### src/rtl/ifu_axi_fetch.sv
// Instruction fetch unit: single-outstanding AXI4-Lite read master that fetches
// one instruction per transaction from the current PC and hands {pc, inst, err} downstream.
module ifu_axi_fetch #(
    parameter int unsigned           ADDR_WIDTH = 32,
    parameter int unsigned           DATA_WIDTH = 32,
    parameter logic [ADDR_WIDTH-1:0] RESET_PC   = ADDR_WIDTH'(32'h8000_0000)
) (
    input  logic                  clk,
    input  logic                  rstn,
    output logic                  arvalid,
    output logic [ADDR_WIDTH-1:0] araddr,
    input  logic                  arready,
    input  logic                  rvalid,
    input  logic [DATA_WIDTH-1:0] rdata,
    input  logic [1:0]            rresp,
    output logic                  rready,
    input  logic                  redirect_valid,
    input  logic [ADDR_WIDTH-1:0] redirect_pc,
    output logic                  out_valid,
    output logic [ADDR_WIDTH-1:0] out_pc,
    output logic [DATA_WIDTH-1:0] out_inst,
    output logic                  out_err,
    input  logic                  out_ready
);

    typedef enum logic [1:0] {
        S_IDLE,
        S_AR,
        S_R,
        S_OUT
    } state_t;

    state_t                state;
    logic [ADDR_WIDTH-1:0] pc;      // fetch target; may move ahead of addr on redirect
    logic [ADDR_WIDTH-1:0] addr;    // address of the read in flight / beat held
    logic                  drop;
    logic [DATA_WIDTH-1:0] inst;
    logic                  err;
    logic [ADDR_WIDTH-1:0] pc_inc;

    assign pc_inc    = pc + ADDR_WIDTH'(4);

    assign arvalid   = (state == S_AR);
    assign rready    = (state == S_R);
    assign out_valid = (state == S_OUT);
    assign araddr    = addr;
    assign out_pc    = out_valid ? addr : '0;
    assign out_inst  = out_valid ? inst : '0;
    assign out_err   = out_valid & err;

    always_ff @(posedge clk or negedge rstn) begin
        if (!rstn) begin
            state <= S_IDLE;
            pc    <= RESET_PC;
            addr  <= RESET_PC;
            drop  <= 1'b0;
            inst  <= '0;
            err   <= 1'b0;
        end else begin
            case (state)
                S_IDLE: begin
                    state <= S_AR;
                    if (redirect_valid) begin
                        pc   <= redirect_pc;
                        addr <= redirect_pc;
                    end else begin
                        addr <= pc;
                    end
                end
                S_AR: begin
                    // addr stays put until the handshake; the redirect only retargets pc
                    if (redirect_valid) begin
                        pc   <= redirect_pc;
                        drop <= 1'b1;
                    end
                    if (arready) state <= S_R;
                end
                S_R: begin
                    if (redirect_valid) pc <= redirect_pc;
                    if (rvalid && rready) begin
                        drop <= 1'b0;
                        if (drop || redirect_valid) begin
                            state <= S_AR;
                            addr  <= redirect_valid ? redirect_pc : pc;
                        end else begin
                            inst  <= rdata;
                            err   <= |rresp;
                            state <= S_OUT;
                        end
                    end else if (redirect_valid) begin
                        drop <= 1'b1;
                    end
                end
                S_OUT: begin
                    // a redirect wins over pc+4 whether or not the beat was taken
                    if (redirect_valid) begin
                        pc    <= redirect_pc;
                        addr  <= redirect_pc;
                        state <= S_AR;
                    end else if (out_ready) begin
                        pc    <= pc_inc;
                        addr  <= pc_inc;
                        state <= S_AR;
                    end
                end
                default: state <= S_IDLE;
            endcase
        end
    end

endmodule

### config.mk
export PLATFORM = sky130hd
export DESIGN_NAME = ifu_axi_fetch
export DESIGN_NICKNAME = d
export VERILOG_FILES = /design/src/rtl/ifu_axi_fetch.sv
export SDC_FILE = /design/constraint.sdc
export NUM_CORES = 1
export LEC_CHECK = 0
export CAP_MARGIN = 0
export CORE_UTILIZATION = 34
export DETAILED_ROUTE_END_ITERATION = 16
export DONT_BUFFER_PORTS = 1
export PLACE_DENSITY_LB_ADDON = 0.12
export SLEW_MARGIN = 10
export SYNTH_ARGS = -nofsm -noshare
export SYNTH_HDL_FRONTEND = slang
export SYNTH_SLANG_ARGS = --single-unit
### constraint.sdc
create_clock -name clk -period 1.85 [get_ports clk]
set_input_delay 0.2775 -clock clk [delete_from_list [all_inputs] [get_ports clk]]
set_output_delay 0.2775 -clock clk [all_outputs]
set_load 0.005 [all_outputs]
After elaboration in Yosys (flattened, before gate mapping) --
Cells that the tools add are included.
Word-level totals: output and inout bits 100, register bits after elaboration 100, word-level logic and storage cells 44
Cells by class: equal/unequal tests 7, reduce and logical (&&, ||, !) cells 10, multiplexer cells 18, $add $sub $neg 1, bitwise gates (word level) 2
Operators by type and width (count):
- 32-bit 2-to-1 mux | 7
- 32-bit one-hot mux with 3 select lines | 1
- 32-bit one-hot mux with 2 select lines | 1
- 32-bit by 3-bit adder with 32-bit output (second input constant) | 1
- 2-bit 2-to-1 mux | 5
- 2-bit one-hot mux with 4 select lines | 1
- 2-bit by 1-bit != test with 1-bit output (second input constant) | 3
- 3-bit AND reduction | 2
- 2-bit == test (second input constant) | 2
- 4-bit AND reduction | 1
- 3-bit by 2-bit != test with 1-bit output (second input constant) | 1
- 3-bit nonzero test | 1
- 3-bit OR reduction | 1
- 2-bit by 1-bit == test with 1-bit output (second input constant) | 1
- 2-bit logical NOT | 1
- 1-bit 2-to-1 mux | 2
- 1-bit one-hot mux with 2 select lines | 1
- 2-bit nonzero test | 1
- 2-bit OR reduction | 1
- 1-bit AND | 1
- 1-bit logical AND | 1
- 1-bit logical OR | 1
- 1-bit NOT | 1

Longest topological paths before layout --
Gate-level depths: netlist of run 1.
depth after elaboration 4, depth in mapped cells 9, gate-level depth less buffers 7

Least setup slack after synthesis of run 1 --
No wires, ideal clock.
path kind register -> register, from reg state[0], to reg addr[19] (netlist: araddr[19]), cell stages (with the launch flop) 8, setup slack -0.203 ns, path buffers 3, arrival 1.927 ns, period minus slack after synthesis 2.053 ns, path through dfrtp_1 -> ha_1 -> buf_6 -> nor3b_4 -> a2111o_1 -> buf_2 -> buf_6 -> a221o_1
RTL lines:
- from (decl) | RTL line 33 | state_t state;
- from (signal assigned) | RTL line 53 | state <= S_IDLE;
- from (signal assigned) | RTL line 62 | state <= S_AR;
- from (signal assigned) | RTL line 76 | if (arready) state <= S_R;
- 2-bit == test (*)
- net out_valid | RTL line 19 | output logic out_valid,
- 3-bit by 2-bit != test with 1-bit output (no source line) / 3-bit nonzero test (equally long branches)
- 4-bit AND reduction (no source line)
- to (signal assigned) | RTL line 65 | addr <= redirect_pc;
- to (signal assigned) | RTL line 67 | addr <= pc;
- to (signal assigned) | RTL line 84 | addr <= redirect_valid ? redirect_pc : pc;
- to (decl) | RTL line 35 | logic [ADDR_WIDTH-1:0] addr;
The timed path passes the listed nets; every way through them passes the cells marked *. A chain may end at the register's enable or synchronous reset.

Final worst setup path of run 1 --
from reg state[0], to reg addr[19] (netlist: araddr[19])
On the way: word-level cells in the longest chain between the ends 4
Ends and longest elaborated chain:
- 2-bit == test | RTL line 44, 60
- 1-bit logical AND | RTL line 80 | if (rvalid && rready) begin
- 2-bit by 1-bit != test with 1-bit output (no source line)
- 4-bit AND reduction (no source line)
Parallel ways exist; a longest one is shown, timed or not.

==> reports/qor.yml, run 1 <==
clock_network:
  cts_setup_buffers: 0
  htreeDepth: 3
  clock_path_buffers: 2
  cts_made_buffers: 9
  cts_tree: "built"
  clk-insertion-delay-late_ps: 350
  cts_sinks: 100
  root_buffer: "clkbuf_16"
  clk_pin_slew_ps: 70
sta:
  drv_slew: 0
  fin_crit_sh_pct: 102
  period_needed_ps: 1880
  clock.fmax_mhz: 532
  final-setup-viol-count: 1
  hold_viol: 100
  fin_skew_ps: 4.20
  rsz0062_at_grt: "yes"
  slew_headroom_pct: 68.9
  worst_slack_ps: -29.3
  worstMarginPinSlew_ps: 464
  hold_slack_ps: -376
run_status:
  status: "finished with violations"
  violations: "negative hold slack, negative setup slack"
yosys:
  synth_area_leaders: "dfrtp_1 44%, mux2_2 12%, and2_1 7.8%"
  netlist_area_um2: 5530
  ys.flop_type: "dfrtp_1"
  syn_avg_cell_area_um2: 9.96
  synth-seq-area-share_pct: 45.3
  synth_common_cells: "98 x dfrtp_1, 69 x and2_1, 60 x mux2_2, 55 x nand2_1, 31 x o21ai_0"
  async_reset_ff_share_pct: 100
  yosysMostFrequentCell: "dfrtp_1"
  yosysTopAreaCell: "dfrtp_1"
  synth_edf_count: 0
  yosysUniqueCellTypes: 51
  synth_nets: 632
  yosysWarnings: 0
  synth_cells: 555
  synth_seq_cells: 100
  synth.top_cell.area_share_pct: 44.4
critical_path:
  endpoint_kind: "flop"
  critPathKind: "flop to flop"
  cp-start-kind: "flop"
  worst-path-max-fanout: 22
  cp.required_ps: 2090
  arrival_ps: 2120
  r2r_slack_ps: -30
worst_hold_path:
  hold_path_class: "primary input to asynchronous set/reset pin"
route:
  via_per_inst: 5.20
  first_pass_iters: 4
  routed_wl_um: 13600
  vias: 4115
  drtAntennaViolNets: 0
  wl_per_cell_um: 17.2
  drtIter0Drc: 200
  remaining_drc_errors: 0
grt:
  antenna_found_initial: 0
  track_usage_pct: 16.6
  grt_pass1_wl_um: 21300
  grt_max_degree: 101
  grt_pass1_vias: 4049
  overflow: 0
layout:
  fin_util_pct: 40.1
  area_growth_pct: 15.2
  n_antenna_cell: 0
  num-fill-cells: 1631
  layout.nets: 647
  regArea_um2: 2510
  multi_input_area_um2: 2910
  layout-drive-gt1-share_pct: 27.0
placed_design:
  io_buffers: 0
  gp_congestion: 0.788
  hpwlAfterDp_um: 9660
  place_ws_ps: -94.1
floorplan:
  die_y_um: 129
  fp-row-count: 46
  io_pins: 172
  core_um2: 15900
  die_area_um2: 16800
  start_util_pct: 34.8
  dieWidth_um: 129
power:
  leakage_uw: 0.00275
  peakVddDrop_v: 0.000550
  power-per-cell-area_nw_per_um2: 1220
  p_total_uw: 7790
run:
  maxCapViolCount: 0
==> critical path, cell delays in order (launching register included) <==
cell and delay (ps):
dfrtp_2 410, inv_1 60, ha_2 190, nor2b_1 140, a2111o_2 450, buf_12 180, a221o_1 340
==> registers in the layout, summed over array words and instances (netlist names) <==
register and count:
drop 1, inst 32, araddr 32, err 1
pc 32, state 2
==> path summary, 6_finish.rpt <==
path / start / to / cells past startpoint
worst max register to register: state[0]$_DFFE_PN0P_ / araddr[19]$_DFFE_PN0P_ / 6
max in group asynchronous: rstn / pc[31]$_DFFE_PN1P_ / 0
min in group clk: rvalid / drop$_DFFE_PN0P_ / 1
worst min-delay path: rstn / pc[22]$_DFFE_PN0P_ / 0
worst max-delay path: state[0]$_DFFE_PN0P_ / araddr[19]$_DFFE_PN0P_ / 6
worst min register to register: araddr[31]$_DFFE_PN1P_ / araddr[31]$_DFFE_PN1P_ / 2
==> per-stage QoR <==
step	setup TNS (ps)	cells	instance area, um2
2_1_floorplan	-182	555	5560
5_1_grt	-1570	791	6370
3_5_place_dp	-1230	775	5960
4_1_cts	-356	791	6290
3_3_place_gp	-418	775	5960
6_report	-29.3	791	6370
==> layout make-up <==
type                    count  share of cell area (%)
well taps                 216                    4.25
clock buffers              11                    3.81
inverters                   6                   0.354
multi-input cells         408                    45.7
clock inverters             5                   0.570
repair buffers             45                    5.94
flip-flops and latches    100                    39.4
==> timing repair <==
action	CTS	global route
endpoints found under the hold margin	100	100
gates resized for setup	13	28
setup endpoints to repair	80	48
pin swaps	0	5
==> logic make-up after synthesis <==
logic type,synth area share (%)
and+or+nand+nor,22.0
buffers and inverters,4.12
DFF,45.3
AOI/OAI and AO/OA,10.4
muxes,14.6
xor gates and xnor gates,2.38
adders and majority gates,1.13
==> placed cells by master (no fill, tap or decap), drive strengths merged, types with 2 or more instances in the layout <==
| cell | netlist | routed |
|---|---|---|
| nand3 | 13 | 13 |
| a211oi | 2 | 2 |
| o311ai | 10 | 10 |
| nor2 | 26 | 26 |
| xor2 | 6 | 6 |
| clkinv | 0 | 4 |
| mux2 | 62 | 62 |
| nor2b | 14 | 14 |
| o21ai | 39 | 39 |
| a21oi | 21 | 21 |
| o21bai | 2 | 2 |
| ha | 5 | 5 |
| mux2i | 11 | 11 |
| and4 | 6 | 6 |
| xnor2 | 9 | 9 |
| nand2 | 55 | 55 |
| inv | 6 | 7 |
| nor3 | 9 | 9 |
| nand4 | 15 | 15 |
| dfstp | 2 | 2 |
| and3 | 8 | 8 |
| o31ai | 5 | 5 |
| and2 | 69 | 69 |
| buf | 20 | 45 |
| o211ai | 4 | 4 |
| clkbuf | 21 | 11 |
| dfrtp | 98 | 98 |
==> routing by layer <==
layer	up-vias	GRT usage, %	share of wire [%]
met4	0	7.18	1.9
li1	1967	-	-
met5	-	0	0
met1	2023	21.0	42
met2	109	27.2	50
met3	16	3.76	5.8
==> report_power, final <==
part	switching [uW]	total (uW)	internal (uW)
logic	1180	2440	1250
clock network	866	1820	956
registers	571	3530	2960
Power figures use the tool's default switching activity.
==> run 2: changes to the inputs <==
--- a/config.mk
+++ b/config.mk
@@ -11,2 +11,3 @@
 export DONT_BUFFER_PORTS = 1
+export GPL_TIMING_DRIVEN = 0
 export PLACE_DENSITY_LB_ADDON = 0.12
==> constraint.sdc (replaced) <==
create_clock -name clk -period 1.85 [get_ports clk]
set_input_delay 0.37 -clock clk [delete_from_list [all_inputs] [get_ports clk]]
set_output_delay 0.37 -clock clk [all_outputs]
set_load 0.005 [all_outputs]
==> run 2 against run 1 <==
  * The flow still finishes with violations (negative hold slack, negative setup slack)
  * First-iteration DRC count down 22%
  * Critical path type unchanged
  * Fmax down 5.4%
  * Largest cell class unchanged
  * Largest power group unchanged
  * Sequential share of layout area down 4.0 points
  * Final area is 11% higher
  * Highest routed layer unchanged
  * Sequential cell count stayed put
  * Setup slack got worse by 110 ps
  * Die area did not move
  * Critical path depth rose by 1
  * Global-route usage increased by 3.0 points
  * Utilization increased by 4.6 points
  * Via count is 5.4% higher
==> reports/qor.yml, run 2 (synthesis results as in run 1) <==
run_status:
  status: "finished with violations"
  violations: "negative hold slack, negative setup slack"
sta:
  worst_slack_ps: -136
  clock.fmax_mhz: 503
  period_needed_ps: 1990
  fin_skew_ps: 5.65
  worstMarginPinSlew_ps: 630
  final-setup-viol-count: 102
  drv_slew: 0
  rsz0062_at_grt: "yes"
  hold_slack_ps: -298
  hold_viol: 100
  slew_headroom_pct: 58.0
  fin_crit_sh_pct: 107
layout:
  layout-drive-gt1-share_pct: 45.2
  regArea_um2: 2510
  n_antenna_cell: 0
  num-fill-cells: 1545
  multi_input_area_um2: 3290
  mostFrequentLayoutCells: "96 x dfrtp_1, 66 x and2_4, 55 x mux2_2"
  final_area_um2: 7090
  layout.nets: 667
  final_common_cell: "dfrtp_1"
  final_cells: 811
  fin_util_pct: 44.6
  area_growth_pct: 28.3
critical_path:
  endpoint_kind: "flop"
  critPathSlowestCell: "dfrtp_2"
  cp.required_ps: 2090
  cp_cell_sequence: "ha_4, buf_8, nor3b_4, a2111o_1, buf_6, buf_12, a221o_1"
  cpPeakStageDelay_ps: 450
  cp-start-kind: "flop"
  path_buf_inv: 3
  cp_top_family: "compound AO/OA/AOI/OAI gates"
  arrival_ps: 2230
  critPathKind: "flop to flop"
  worst-path-max-fanout: 6
route:
  wl_per_cell_um: 20.2
  routed_wl_um: 16400
  via_per_inst: 5.35
  vias: 4339
  drtIter0Drc: 156
  first_pass_iters: 4
  remaining_drc_errors: 0
  drtAntennaViolNets: 0
grt:
  antenna_found_initial: 0
  track_usage_pct: 19.5
  overflow: 0
  grt_pass1_wl_um: 24300
  grt_pass1_vias: 4301
  grt_max_degree: 101
clock_network:
  root_buffer: "clkbuf_16"
  clk_pin_slew_ps: 80
  clock_path_buffers: 2
  cts_made_buffers: 9
  htreeDepth: 3
  clk-insertion-delay-late_ps: 360
  cts_tree: "built"
  cts_sinks: 100
placed_design:
  gp_congestion: 0.800
  hpwlAfterDp_um: 11000
  place_inst: 771
  io_buffers: 0
  placedInstanceArea_um2: 5830
power:
  peakVddDrop_v: 0.000620
  p_total_uw: 9190
  power-per-cell-area_nw_per_um2: 1300
  leakage_uw: 0.00308
worst_hold_path:
  hold_path_class: "primary input to asynchronous set/reset pin"
floorplan:
  dieWidth_um: 129
  start_util_pct: 34.8
  io_pins: 172
  core_um2: 15900
  die_area_um2: 16800
  fp-row-count: 46
  die_y_um: 129
run:
  maxCapViolCount: 0
-- run 2: worst register-to-register path, delay by kind of cell (launching register included) --
kind	cells	cell delay, ps
flops	1	450
buf+inv	3	430
simple gates	1	150
compound gates	2	650
fa+ha+maj	1	190
-- run 2: where the power goes --
group          total [uW]  internal [uW]  switching (uW)
combinational        3630           1980            1650
clock                1920            951             964
sequential           3650           2960             688
-- run 2: worst paths after layout --
| check | from | endpoint | slack, ps | depth (start not counted) |
|---|---|---|---|---|
| worst max-delay path | state[1]$_DFFE_PN0P_ | araddr[19]$_DFFE_PN0P_ | -140 | 7 |
| worst min-delay path | rstn | inst[30]$_DFFE_PN0P_ | -300 | 0 |
| worst max register to register | state[1]$_DFFE_PN0P_ | araddr[19]$_DFFE_PN0P_ | -140 | 7 |
| worst min register to register | pc[1]$_DFFE_PN0P_ | pc[1]$_DFFE_PN0P_ | 500 | 1 |
| max in group asynchronous | rstn | pc[31]$_DFFE_PN1P_ | 1930 | 0 |
| min in group clk | rvalid | drop$_DFFE_PN0P_ | 110 | 1 |
-- run 2: per-stage QoR --
| step | setup TNS (ps) | worst slack [ps] |
|---|---|---|
| 6_report | -8870 | -136 |
| 3_3_place_gp | -48520 | -604 |
| 3_5_place_dp | -54710 | -605 |
| 5_1_grt | -16300 | -220 |
| 2_1_floorplan | -182 | -58.5 |
| 4_1_cts | -11610 | -157 |
-- run 2: final cells by class --
class / count / area share (%)
inverter: 6 / 0.318
clock buffer: 9 / 3.18
buffer: 38 / 5.28
clock inverter: 7 / 0.918
timing repair buffer: 27 / 4.78
sequential: 100 / 35.4
multi-input combinational: 408 / 46.3
tap: 216 / 3.81
-- run 2: repair_timing --
action,in CTS,in global routing
pin swaps,9,18
cloned,2,3
gates resized for setup,149,92
buffers inserted,15,7
endpoints found under the hold margin,100,100
setup endpoints to repair,151,153
-- run 2: layer usage --
layer  GRT usage (%)  wire length [um]  vias up
met5               0                 0        -
met4            8.76               406        0
met3            3.76               820       19
met2            31.2              8070      116
met1            25.7              7090     2181
li1                -                 -     2023
==> run 3: changes to the inputs <==
- MAX_ROUTING_LAYER: not set -> met4
==> run 3 against run 2 <==
  * The flow still finishes with violations (negative hold slack, negative setup slack)
  * Wire length up 2.1%
  * Via count increased by 0.85%
  * Clock power barely moved
  * Sequential power about the same
  * Non-clock buffer count rose by 1
  * Sequential cell count is the same
  * First-iteration DRC count is 12% higher
  * Sequential share of layout area is 0.61 points lower
  * Die area unchanged
  * Utilization is 0.79 points higher
  * Setup slack got worse by 9.1 ps
  * Hold slack got worse by 3.1 ps
  * Critical path type is now flop to output pin
==> reports/qor.yml, run 3 (synthesis results as in run 1) <==
sta:
  drv_slew: 0
  slew_headroom_pct: 56.9
  fin_skew_ps: 7.19
  final-setup-viol-count: 107
  worstMarginPinSlew_ps: 647
  period_needed_ps: 2000
  rsz0062_at_grt: "yes"
  worst_slack_ps: -146
  hold_slack_ps: -301
  clock.fmax_mhz: 501
  fin_crit_sh_pct: 108
  hold_viol: 100
clock_network:
  htreeDepth: 3
  cts_sinks: 100
  root_buffer: "clkbuf_16"
  clk-insertion-delay-late_ps: 360
  cts_tree: "built"
  cts_made_buffers: 9
  clock_path_buffers: 2
  clk_pin_slew_ps: 80
layout:
  final_cells: 812
  mostFrequentLayoutCells: "96 x dfrtp_1, 65 x and2_4, 53 x mux2_2"
  layout.nets: 668
  num-fill-cells: 1534
  n_antenna_cell: 0
  layout-drive-gt1-share_pct: 46.5
  fin_util_pct: 45.4
  area_growth_pct: 30.6
  final_common_cell: "dfrtp_1"
critical_path:
  worst-path-max-fanout: 10
  reg2reg_to: "araddr[19]$_DFFE_PN0P_"
  cp-start-kind: "flop"
  arrival_ps: 1630
  crit_top_cell: "clkbuf_16"
  cp_cell_sequence: "ha_4, buf_8, clkbuf_16, clkbuf_16, and2_4"
  endpoint_kind: "output pin"
  r2r_slack_ps: -140
  critPathSlowestCell: "dfrtp_2"
  cpPeakStageDelay_ps: 460
  r2r_start: "state[1]$_DFFE_PN0P_"
  cp.required_ps: 1480
  r2r_cells: 7
  critPathKind: "flop to output pin"
run_status:
  violations: "negative hold slack, negative setup slack"
  status: "finished with violations"
floorplan:
  io_pins: 172
  die_area_um2: 16800
  start_util_pct: 34.8
  core_um2: 15900
  fp-row-count: 46
  dieWidth_um: 129
  die_y_um: 129
route:
  remaining_drc_errors: 0
  via_per_inst: 5.39
  first_pass_iters: 4
  drtIter0Drc: 174
  vias: 4376
  drtAntennaViolNets: 0
  wl_met2_um: 8290
  dr_wl_met3_um: 626
  routed_wl_um: 16700
  dr.max_layer_used: "met4"
  wl_per_cell_um: 20.6
  wl_met1_um: 7390
placed_design:
  place_ws_ps: -605
  gp_congestion: 0.811
  io_buffers: 0
  hpwlAfterDp_um: 11000
  place_inst: 771
power:
  power-per-cell-area_nw_per_um2: 1310
  peakVddDrop_v: 0.000620
  p_total_uw: 9440
  leakage_uw: 0.00313
grt:
  track_usage_pct: 20.2
  overflow: 0
  grt_pass1_vias: 4307
  grt_pass1_wl_um: 24300
  grt_max_degree: 101
  antenna_found_initial: 0
run:
  maxCapViolCount: 0
worst_hold_path:
  hold_path_class: "primary input to asynchronous set/reset pin"
-- run 3: repair_timing --
action                                 in CTS  in global routing
gates cloned                                2                  4
setup endpoints to repair                 151                153
endpoints found under the hold margin     100                100
pin swaps                                   9                 27
resized for setup                         149                120
setup buffers                              15                  8
-- run 3: worst max path at each step --
stage | from | endpoint | slack [ps] | cells after the start
floorplan | state[0]$_DFFE_PN0P_ | araddr[28]$_DFFE_PN0P_ | -60 | 8
global placement | state[0]$_DFFE_PN0P_ | araddr[30]$_DFFE_PN0P_ | -600 | 8
detailed placement | state[0]$_DFFE_PN0P_ | araddr[31]$_DFFE_PN1P_ | -600 | 8
CTS | state[0]$_DFFE_PN0P_ | araddr[19]$_DFFE_PN0P_ | -160 | 7
global route | state[1]$_DFFE_PN0P_ | araddr[19]$_DFFE_PN0P_ | -220 | 7
finish | state[1]$_DFFE_PN0P_ | out_inst[0] | -150 | 5
-- run 3: report_power, final --
part           switching [uW]  total (uW)  internal [uW]
Clock                     977        1930            951
Sequential                699        3660           2960
Combinational            1750        3850           2100
-- run 3: layer usage --
layer	global-route usage [%]	vias up
li1	-	2022
met1	26.2	2218
met2	31.2	114
met3	3.22	22
met4	8.76	0
met5	-	-
-- run 3: cell type report --
type                    instances  area (um2)  area share [%]
clock buffers                   9         225            3.12
multi-input cells             408        3370            46.7
flip-flops and latches        100        2510            34.8
plain buffers                  37         392            5.43
well taps                     216         270            3.75
inverters                       6        22.5           0.312
repair buffers                 29         360            4.99
clock inverters                 7        65.1           0.902
-- run 3: metrics by stage --
step / TNS [ps] / instance area [um2]
after floorplan: -182 / 5560
after global routing: -16540 / 7210
after detailed placement: -54710 / 5830
after CTS: -11610 / 6720
after global placement: -48520 / 5830
final: -9750 / 7210
-- run 3: critical path, delay by kind of cell, from the launching register on --
kind | cells | cell delay (ps)
AND/OR/NAND/NOR | 1 | 140
buffers and inverters | 3 | 470
flip-flops | 1 | 460
adder cells (fa/ha/maj) | 1 | 190
